### src/rtl/lcd_pcf8574_sequencer_if.sv
// ---------------------------------------------------------------------------
// lcd_pcf8574_sequencer_if
// Bundles the upstream command handshake, the byte-level I2C master handshake
// and the sequencer status pulses into one interface.
//   cmd_valid/cmd_ready : upstream byte request / accept (ready only in IDLE)
//   cmd_rs, cmd_byte    : register select and LCD byte
//   backlight           : BL bit value, captured together with cmd_byte
//   i2c_start/i2c_data  : start pulse and PCF8574 byte {D7..D4, BL, E, RW, RS}
//   i2c_busy/i2c_done   : I2C master busy level and completion pulse
//   busy, seq_done, err : sequencer status
// Modports: slave = the sequencer, master = the side driving it.
// ---------------------------------------------------------------------------
interface lcd_pcf8574_sequencer_if;
    logic       cmd_valid;
    logic       cmd_ready;
    logic       cmd_rs;
    logic [7:0] cmd_byte;
    logic       backlight;
    logic       i2c_start;
    logic [7:0] i2c_data;
    logic       i2c_busy;
    logic       i2c_done;
    logic       busy;
    logic       seq_done;
    logic       err;

    modport slave (
        input  cmd_valid, cmd_rs, cmd_byte, backlight, i2c_busy, i2c_done,
        output cmd_ready, i2c_start, i2c_data, busy, seq_done, err
    );

    modport master (
        output cmd_valid, cmd_rs, cmd_byte, backlight, i2c_busy, i2c_done,
        input  cmd_ready, i2c_start, i2c_data, busy, seq_done, err
    );
endinterface

### src/rtl/lcd_pcf8574_sequencer.sv
// ---------------------------------------------------------------------------
// lcd_pcf8574_sequencer
// Turns one LCD command/data byte into the four PCF8574 writes needed for
// HD44780 4-bit mode (high nibble E=1/E=0, low nibble E=1/E=0), then waits
// the controller execution time before accepting the next byte.
// Ports:
//   clk  : system clock
//   rst  : synchronous active-high reset
//   bus  : lcd_pcf8574_sequencer_if.slave (command handshake, I2C handshake,
//          busy / seq_done / err status)
// Parameters:
//   DELAY_SHORT : post-byte wait for ordinary commands and data (clk cycles)
//   DELAY_LONG  : post-byte wait for clear / home commands (clk cycles)
//   TIMEOUT     : max cycles to wait for i2c_done per I2C byte
//
// state     | meaning
// ----------+-----------------------------------------------------------
// IDLE      | ready for a new byte
// ISSUE     | i2c_data set up for current phase, waiting for !i2c_busy
// WAIT_DONE | start issued, waiting for i2c_done (timeout running)
// DELAY     | all four writes done, waiting LCD execution time
// ---------------------------------------------------------------------------
module lcd_pcf8574_sequencer #(
    parameter int DELAY_SHORT = 5000,
    parameter int DELAY_LONG  = 200000,
    parameter int TIMEOUT     = 2000000
) (
    input  logic                        clk,
    input  logic                        rst,
    lcd_pcf8574_sequencer_if.slave      bus
);

    typedef enum logic [1:0] {IDLE, ISSUE, WAIT_DONE, DELAY} state_t;

    localparam int CNT_MAX = (DELAY_LONG > TIMEOUT) ? DELAY_LONG : TIMEOUT;
    localparam int CNT_W   = $clog2(CNT_MAX + 1);

    // The delay counter is loaded on the cycle i2c_done is sampled, so the
    // load value is one less than the wait so that seq_done lands exactly
    // DELAY_x cycles after the done pulse.
    localparam logic [CNT_W-1:0] DLY_SHORT_LD = CNT_W'(DELAY_SHORT - 1);
    localparam logic [CNT_W-1:0] DLY_LONG_LD  = CNT_W'(DELAY_LONG - 1);
    localparam logic [CNT_W-1:0] TMO_LAST     = CNT_W'(TIMEOUT - 1);

    state_t           state, state_nx;
    logic [1:0]       phase, phase_nx;
    logic [CNT_W-1:0] tmo_cnt, tmo_cnt_nx;
    logic [CNT_W-1:0] dly_cnt, dly_cnt_nx;
    logic             rs_q, rs_nx;
    logic             bl_q, bl_nx;
    logic             long_q, long_nx;
    logic [7:0]       byte_q, byte_nx;
    logic [7:0]       data_q, data_nx;
    logic             start_q, start_nx;
    logic             seq_done_q, seq_done_nx;
    logic             err_q, err_nx;

    // PCF8574 byte for a given phase: even phases raise E, odd phases drop it;
    // phases 0/1 carry the high nibble, 2/3 the low nibble. RW is always 0.
    function automatic logic [7:0] pcf_byte(input logic [1:0] ph,
                                            input logic [7:0] b,
                                            input logic       bl,
                                            input logic       rs);
        logic [3:0] nib;
        nib = ph[1] ? b[3:0] : b[7:4];
        return {nib, bl, ~ph[0], 1'b0, rs};
    endfunction

    always_ff @(posedge clk) begin
        if (rst) begin
            state      <= IDLE;
            phase      <= 2'd0;
            tmo_cnt    <= '0;
            dly_cnt    <= '0;
            rs_q       <= 1'b0;
            bl_q       <= 1'b0;
            long_q     <= 1'b0;
            byte_q     <= 8'h00;
            data_q     <= 8'h00;
            start_q    <= 1'b0;
            seq_done_q <= 1'b0;
            err_q      <= 1'b0;
        end else begin
            state      <= state_nx;
            phase      <= phase_nx;
            tmo_cnt    <= tmo_cnt_nx;
            dly_cnt    <= dly_cnt_nx;
            rs_q       <= rs_nx;
            bl_q       <= bl_nx;
            long_q     <= long_nx;
            byte_q     <= byte_nx;
            data_q     <= data_nx;
            start_q    <= start_nx;
            seq_done_q <= seq_done_nx;
            err_q      <= err_nx;
        end
    end

    always_comb begin
        state_nx    = state;
        phase_nx    = phase;
        tmo_cnt_nx  = tmo_cnt;
        dly_cnt_nx  = dly_cnt;
        rs_nx       = rs_q;
        bl_nx       = bl_q;
        long_nx     = long_q;
        byte_nx     = byte_q;
        data_nx     = data_q;
        start_nx    = 1'b0;
        seq_done_nx = 1'b0;
        err_nx      = 1'b0;

        case (state)
            IDLE: begin
                if (bus.cmd_valid) begin
                    rs_nx    = bus.cmd_rs;
                    bl_nx    = bus.backlight;
                    byte_nx  = bus.cmd_byte;
                    long_nx  = !bus.cmd_rs &&
                               (bus.cmd_byte inside {8'h01, 8'h02, 8'h03});
                    phase_nx = 2'd0;
                    data_nx  = pcf_byte(2'd0, bus.cmd_byte, bus.backlight, bus.cmd_rs);
                    state_nx = ISSUE;
                end
            end

            ISSUE: begin
                if (!bus.i2c_busy) begin
                    start_nx   = 1'b1;
                    tmo_cnt_nx = '0;
                    state_nx   = WAIT_DONE;
                end
            end

            WAIT_DONE: begin
                if (bus.i2c_done) begin
                    if (phase != 2'd3) begin
                        phase_nx = phase + 2'd1;
                        data_nx  = pcf_byte(phase + 2'd1, byte_q, bl_q, rs_q);
                        state_nx = ISSUE;
                    end else begin
                        dly_cnt_nx = long_q ? DLY_LONG_LD : DLY_SHORT_LD;
                        state_nx   = DELAY;
                    end
                end else if (tmo_cnt == TMO_LAST) begin
                    // Abort: remaining phases and the execution delay are dropped.
                    err_nx   = 1'b1;
                    state_nx = IDLE;
                end else begin
                    tmo_cnt_nx = tmo_cnt + CNT_W'(1);
                end
            end

            DELAY: begin
                if (dly_cnt <= CNT_W'(1)) begin
                    seq_done_nx = 1'b1;
                    state_nx    = IDLE;
                end else begin
                    dly_cnt_nx = dly_cnt - CNT_W'(1);
                end
            end

            default: state_nx = IDLE;
        endcase
    end

    assign bus.cmd_ready = (state == IDLE);
    assign bus.busy      = (state != IDLE);
    assign bus.i2c_start = start_q;
    assign bus.i2c_data  = data_q;
    assign bus.seq_done  = seq_done_q;
    assign bus.err       = err_q;

endmodule

### src/flat_wrapper.sv
// flat-port wrapper written by rule: the top's interface ports become plain ports
module lcd_pcf8574_sequencer_flat 
#(
    parameter int DELAY_SHORT = 5000,
    parameter int DELAY_LONG  = 200000,
    parameter int TIMEOUT     = 2000000
)
  (clk, rst, bus_cmd_valid, bus_cmd_rs, bus_cmd_byte, bus_backlight, bus_i2c_busy, bus_i2c_done, bus_cmd_ready, bus_i2c_start, bus_i2c_data, bus_busy, bus_seq_done, bus_err);
  lcd_pcf8574_sequencer_if bus_i ();
  input  logic clk;
  input  logic rst;
  input wire logic [$bits(bus_i.cmd_valid)-1:0] bus_cmd_valid;
  input wire logic [$bits(bus_i.cmd_rs)-1:0] bus_cmd_rs;
  input wire logic [$bits(bus_i.cmd_byte)-1:0] bus_cmd_byte;
  input wire logic [$bits(bus_i.backlight)-1:0] bus_backlight;
  input wire logic [$bits(bus_i.i2c_busy)-1:0] bus_i2c_busy;
  input wire logic [$bits(bus_i.i2c_done)-1:0] bus_i2c_done;
  output wire logic [$bits(bus_i.cmd_ready)-1:0] bus_cmd_ready;
  output wire logic [$bits(bus_i.i2c_start)-1:0] bus_i2c_start;
  output wire logic [$bits(bus_i.i2c_data)-1:0] bus_i2c_data;
  output wire logic [$bits(bus_i.busy)-1:0] bus_busy;
  output wire logic [$bits(bus_i.seq_done)-1:0] bus_seq_done;
  output wire logic [$bits(bus_i.err)-1:0] bus_err;
  assign bus_i.cmd_valid = bus_cmd_valid;
  assign bus_i.cmd_rs = bus_cmd_rs;
  assign bus_i.cmd_byte = bus_cmd_byte;
  assign bus_i.backlight = bus_backlight;
  assign bus_i.i2c_busy = bus_i2c_busy;
  assign bus_i.i2c_done = bus_i2c_done;
  assign bus_cmd_ready = bus_i.cmd_ready;
  assign bus_i2c_start = bus_i.i2c_start;
  assign bus_i2c_data = bus_i.i2c_data;
  assign bus_busy = bus_i.busy;
  assign bus_seq_done = bus_i.seq_done;
  assign bus_err = bus_i.err;
  lcd_pcf8574_sequencer #(.DELAY_SHORT(DELAY_SHORT), .DELAY_LONG(DELAY_LONG), .TIMEOUT(TIMEOUT)) u_core (.clk(clk), .rst(rst), .bus(bus_i));
endmodule
### config.mk
export PLATFORM = sky130hd
export DESIGN_NAME = lcd_pcf8574_sequencer_flat
export DESIGN_NICKNAME = d
export VERILOG_FILES = /design/src/rtl/lcd_pcf8574_sequencer_if.sv /design/src/rtl/lcd_pcf8574_sequencer.sv /design/src/flat_wrapper.sv
export SDC_FILE = /design/constraint.sdc
export NUM_CORES = 1
export LEC_CHECK = 0
export ABC_AREA = 1
export ABC_CLOCK_PERIOD_IN_PS = 2100
export CELL_PAD_IN_SITES_DETAIL_PLACEMENT = 1
export CELL_PAD_IN_SITES_GLOBAL_PLACEMENT = 2
export CORE_ASPECT_RATIO = 0.9
export CORE_MARGIN = 3
export CORE_UTILIZATION = 36
export CTS_CLUSTER_DIAMETER = 30
export CTS_CLUSTER_SIZE = 20
export DETAILED_ROUTE_END_ITERATION = 7
export DONT_BUFFER_PORTS = 1
export PLACE_DENSITY = 0.86
export SETUP_SLACK_MARGIN = 0.05
export SLEW_MARGIN = 10
export SYNTH_ARGS = -nofsm -noshare
export SYNTH_HDL_FRONTEND = slang
export SYNTH_SLANG_ARGS = --single-unit
### constraint.sdc
create_clock -name clk -period 2.1 [get_ports clk]
set_input_delay 0.42 -clock clk [delete_from_list [all_inputs] [get_ports clk]]
set_output_delay 0.42 -clock clk [all_outputs]
set_load 0.005 [all_outputs]
# After elaboration in Yosys (flattened, before gate mapping)
# Index checks and enable logic that the tools add are counted.
dict set report totals {
  ff_bits 68
  in_bits 15
}
dict set report op_classes {
  n_addsub 3
  order_cmp 1
  eq_ne 18
  mux 28
  bitwise 4
  reduce_logical 16
}
# cell n
set op_table {}
lappend op_table {{21-bit two-way mux} 6}
lappend op_table {{21-bit one-hot mux with 2 select lines} 2}
lappend op_table {{8-bit two-way mux} 3}
lappend op_table {{21-bit by 1-bit adder with 21-bit output, second input constant} 1}
lappend op_table {{21-bit equality test, second input constant} 1}
lappend op_table {{21-bit by 1-bit less-or-equal comparator with 1-bit output, second input constant} 1}
lappend op_table {{21-bit by 1-bit subtractor with 21-bit output, second input constant} 1}
lappend op_table {{18-bit two-way mux} 1}
lappend op_table {{2-bit two-way mux} 9}
lappend op_table {{8-bit by 2-bit equality test with 1-bit output, second input constant} 2}
lappend op_table {{2-bit != test, second input constant} 8}
lappend op_table {{8-bit one-hot mux with 2 select lines} 1}
lappend op_table {{4-bit AND reduction} 4}
lappend op_table {{8-bit by 1-bit equality test with 1-bit output, second input constant} 1}
lappend op_table {{2-bit one-hot mux with 4 select lines} 1}
lappend op_table {{2-bit nonzero test} 4}
lappend op_table {{2-bit equality test, second input constant} 2}
lappend op_table {{4-bit two-way mux} 1}
lappend op_table {{2-bit by 1-bit != test with 1-bit output, second input constant} 2}
lappend op_table {{1-bit inverter} 4}
lappend op_table {{2-bit one-hot mux with 2 select lines} 1}
lappend op_table {{2-bit OR reduction} 2}
lappend op_table {{1-bit two-way mux} 3}
lappend op_table {{3-bit by 2-bit != test with 1-bit output, second input constant} 1}
lappend op_table {{other kinds (8)} 8}

# Logic depth before layout (Yosys ltp)
dict set report logic_depth {
  word_depth 5
  ltp_mapped 11
  mapped_depth_nobuf 10
}

# Least setup slack after synthesis
# Ideal clock, no wire load.
dict set report synth_timing {
  kind {flip-flop to flip-flop}
  start {register u_core.tmo_cnt[0]}
  end {register u_core.tmo_cnt[15]}
  setup_ns 0.069
  t_arrival_ns 1.526
  required_ns 2.031
  path_slack_ns 0.505
  path_stages_with_launch 11
  path_buffers 1
  synth_period_minus_slack_ns 1.595
  cell_sequence {dfxtp_1 -> ha_1 -> nand3_2 -> nor2_4 -> nand3_4 -> nand2_4 -> nand2_4 -> nand2_4 -> buf_8 -> nand2_2 -> a21oi_2}
}
dict set report synth_via {
  elab_chain_cells 4
  elab_cells_between_ends 7
  classes_between {add/sub: 1; eq/ne: 2; mux: 3; reduce/logical: 1}
}
# element line_no
set synth_rtl {}
lappend synth_rtl {{start: declaration} lcd_pcf8574_sequencer.sv:47} ;# logic [CNT_W-1:0] tmo_cnt, tmo_cnt_nx;
lappend synth_rtl {{start signal: assignment} lcd_pcf8574_sequencer.sv:86} ;# tmo_cnt <= tmo_cnt_nx;
lappend synth_rtl {{21-bit by 1-bit adder with 21-bit output} lcd_pcf8574_sequencer.sv:150} ;# tmo_cnt_nx = tmo_cnt + CNT_W'(1);
lappend synth_rtl {{21-bit two-way mux} lcd_pcf8574_sequencer.sv:145} ;# end else if (tmo_cnt == TMO_LAST) begin
lappend synth_rtl {{21-bit two-way mux} lcd_pcf8574_sequencer.sv:136} ;# if (bus.i2c_done) begin
lappend synth_rtl {{21-bit one-hot mux with 2 select lines} lcd_pcf8574_sequencer.sv:113} ;# case (state)
# Several ways; a longest one is shown, not always the timed one. The select of a mux whose other input is x is not followed.
# A chain may end at the register's enable or synchronous reset.

# Final worst setup path
dict set report layout_timing {
  start {register u_core.tmo_cnt[0]}
  end {register u_core.tmo_cnt[5]}
}
# Same word-level chain as after synthesis.

==> results.md <==
- Syn Area/Cell: about 6.6 um^2
- Via/cell ratio: between 5 and 6
- Outcome: finished clean
- DRT antenna net count: 0
- Setup violators final: 0
- RSZ-0062 raised after global routing: true
- Final core utilization: 41.56%
- Maximum VDD drop: 0.0004987 V
- Worst hold path type: in -> reg
- H-tree depth: 3
- Die height: roughly 110 um
- #FFs+latches synth: 67
- Syn_nets: about 640
- Avg WL per Cell: 16.05 um
- Crit path required time: 2.37 ns
- Starting Density: 37.41%
- Clk_lat worst skew: 0.34 ns
- Max Freq: 534.3 MHz
- Setup Crit Path Kind: reg -> reg
- Grt total ovfl: 0
- Hold Fails Final Rpt: 0
- Synthesized cell area: about 4100 um^2
- Clock root buffer: clkbuf_16
- Commonest cells after routing, fill and taps aside: 143 x nand2_1, 114 x nor2_1, 67 x dfxtp_1
- CTS Buf Count: 9
- # clock sinks: 67
- Placed inst area: 4243 um^2
- Final min period: approximately 1.9 ns
- DR iter-0 viols: slightly below 200
- Yosys warning total: 0
- Row count: 36
- First-pass GRT wire length: roughly 21000 um
- GRT Util Overall: just over 20%
- Vias in the first global route: ~4200
- Largest net degree at the start of global routing: 46
- TritonCTS clock tree: built
- Fin area: 4549 um^2
- Final Routed Wirelength: between 10000 and 15000 um
- Synthesized netlist cell count: a little over 600
- Port Buffers: 0
- Power Dens Cells: 930.0 nW/um^2
- Core ar.: between 10000 and 15000 um^2
- DRC: 0
- CP arrival: ~2.1 ns
- Fraction of layout cells with a size suffix above 1: 13.92%
- Synth-to-Final Area Change: 11.09%
- Pleak: ~1.8 nW
- DP Cell Count: 761
- Fin cells: between 700 and 800
- Max-slew violations: 0
- Vias: 3968
- Slew @ Worst Pin: ~0.6 ns
- DP HPWL: 8692 um
- Critical path launch point type: flip-flop
- Crit-path max FO: 21
- Die X-Extent: between 100 and 150 um
- Total Die Area: between 10000 and 15000 um^2
- Library cells used by synthesis: 40
- Placer Congestion: ~0.85
- # IOs: 28
- Initial antenna violation count: 0
- Net count, final: roughly 640
- Clk_skew: 0.007304 ns
- Antenna Cells: 0
- Drt pass-1 iters: 4
- Sum of negative setup slack: 0 ns
- Relative slew margins: approximately 60%
- R2R Setup Slk: roughly 0.23 ns
- CTS Buffer Depth: 2
- Crit end category: flip-flop
- Commonest non-fill, non-tap cell in the layout: nand2_1
- Seq/Total Area, Yosys: about a third
- Maxcap violations: 0
- Clock slew at reported path FFs: about 0.060 ns
- Tcrit/Tclk final: 89.12%
kinds of logic after synthesis:
family	Yosys count	share of synthesized area [%]
and+or+nand+nor	361	40.21
AOI/OAI and AO/OA	98	14.09
buffers and inverters	70	7.791
DFF	67	32.75
xor gates and xnor gates	18	3.850
adders and majority gates	4	1.222
other	1	0.09157
routing by layer:
metal / global-route usage, % / share of wire [%]
met1: 27.39 / 49
met2: 33.78 / 46
met3: 3.956 / 3.8
met4: 6.121 / 1.3
met5: 0 / 0
synth_stat cells, drive strengths merged:
master    n  area share [%]
o21bai    1            0.18
nor3      1            0.12
nor3b     2            0.37
a211oi    2            0.37
xnor2     6             1.3
nand2   159              16
conb      1           0.092
inv      47             4.4
ha        4             1.2
nand3    55             7.7
o21ai    32             4.0
a21oi    60             8.7
clkbuf   10            0.92
or2       3            0.52
dfxtp    67              33
xor2     12             2.6
nor2    130              14
nor4      3            0.46
nand4     8             1.2
buf      13             2.5
a31oi     3            0.82
critical path, stage by stage, from the launching register on:
cell,delay [ns]
dfxtp_1,0.41
ha_1,0.30
nand3_2,0.14
nor2_4,0.18
nand3_4,0.13
nand2_4,0.11
nand2_4,0.12
nand2_8,0.19
nand2_1,0.07
a21oi_1,0.14
metrics by stage:
stage | hold slack (ns) | worst slack (ns) | total power [mW]
after detailed placement | 0.4523 | 0.1638 | 2.700
after global placement | 0.4516 | 0.2513 | 2.663
after floorplan | 0.4299 | 0.5046 | 2.430
final | 0.1479 | 0.2285 | 4.231
after CTS | 0.1371 | 0.1321 | 4.261
after global routing | 0.1343 | 0.04937 | 4.491
cell type report:
| class | instances | area, um^2 |
|---|---|---|
| Fill cell | 1441 | 6396 |
| Multi-Input combinational cell | 482 | 2446 |
| Sequential cell | 67 | 1341 |
| Clock buffer | 11 | 242.7 |
| Tap cell | 152 | 190.2 |
| Inverter | 47 | 178.9 |
| Timing Repair Buffer | 13 | 97.59 |
| Clock inverter | 5 | 52.55 |
state kept, by name, summed over array words and instances, names as in the netlist:
signal / cells
u_core.dly_cnt: 21
u_core.tmo_cnt: 21
u_core.byte_q: 8
u_core.bus.i2c_data: 7
u_core.phase: 2
u_core.state: 2
u_core.bl_q: 1
u_core.bus.err: 1
u_core.bus.i2c_start: 1
u_core.bus.seq_done: 1
u_core.long_q: 1
u_core.rs_q: 1
path summary, 6_finish.rpt:
check / startpoint / cells after the start / to
hold / removal: rst / 1 / u_core.dly_cnt[2]
setup / recovery: u_core.tmo_cnt[0] / 9 / u_core.tmo_cnt[5]
hold reg to reg: u_core.byte_q[5] / 2 / u_core.byte_q[5]
setup reg to reg: u_core.tmo_cnt[0] / 9 / u_core.tmo_cnt[5]
timing repair:
action                                 in CTS  in global routing
endpoints found under the hold margin       0                  0
gates resized for setup                     0                  2
hold buffers                                0                  0
setup buffers                               0                  0
setup endpoints to repair                   0                 16
power by group:
part	total, mW	leakage [nW]	switching [mW]	internal (mW)
logic	1.16	1.08	0.822	0.341
clock network	1.55	0.145	0.603	0.946
registers	1.52	0.544	0.102	1.42
total	4.23	1.77	1.53	2.70
No activity file was read; power rests on OpenSTA's default activity.
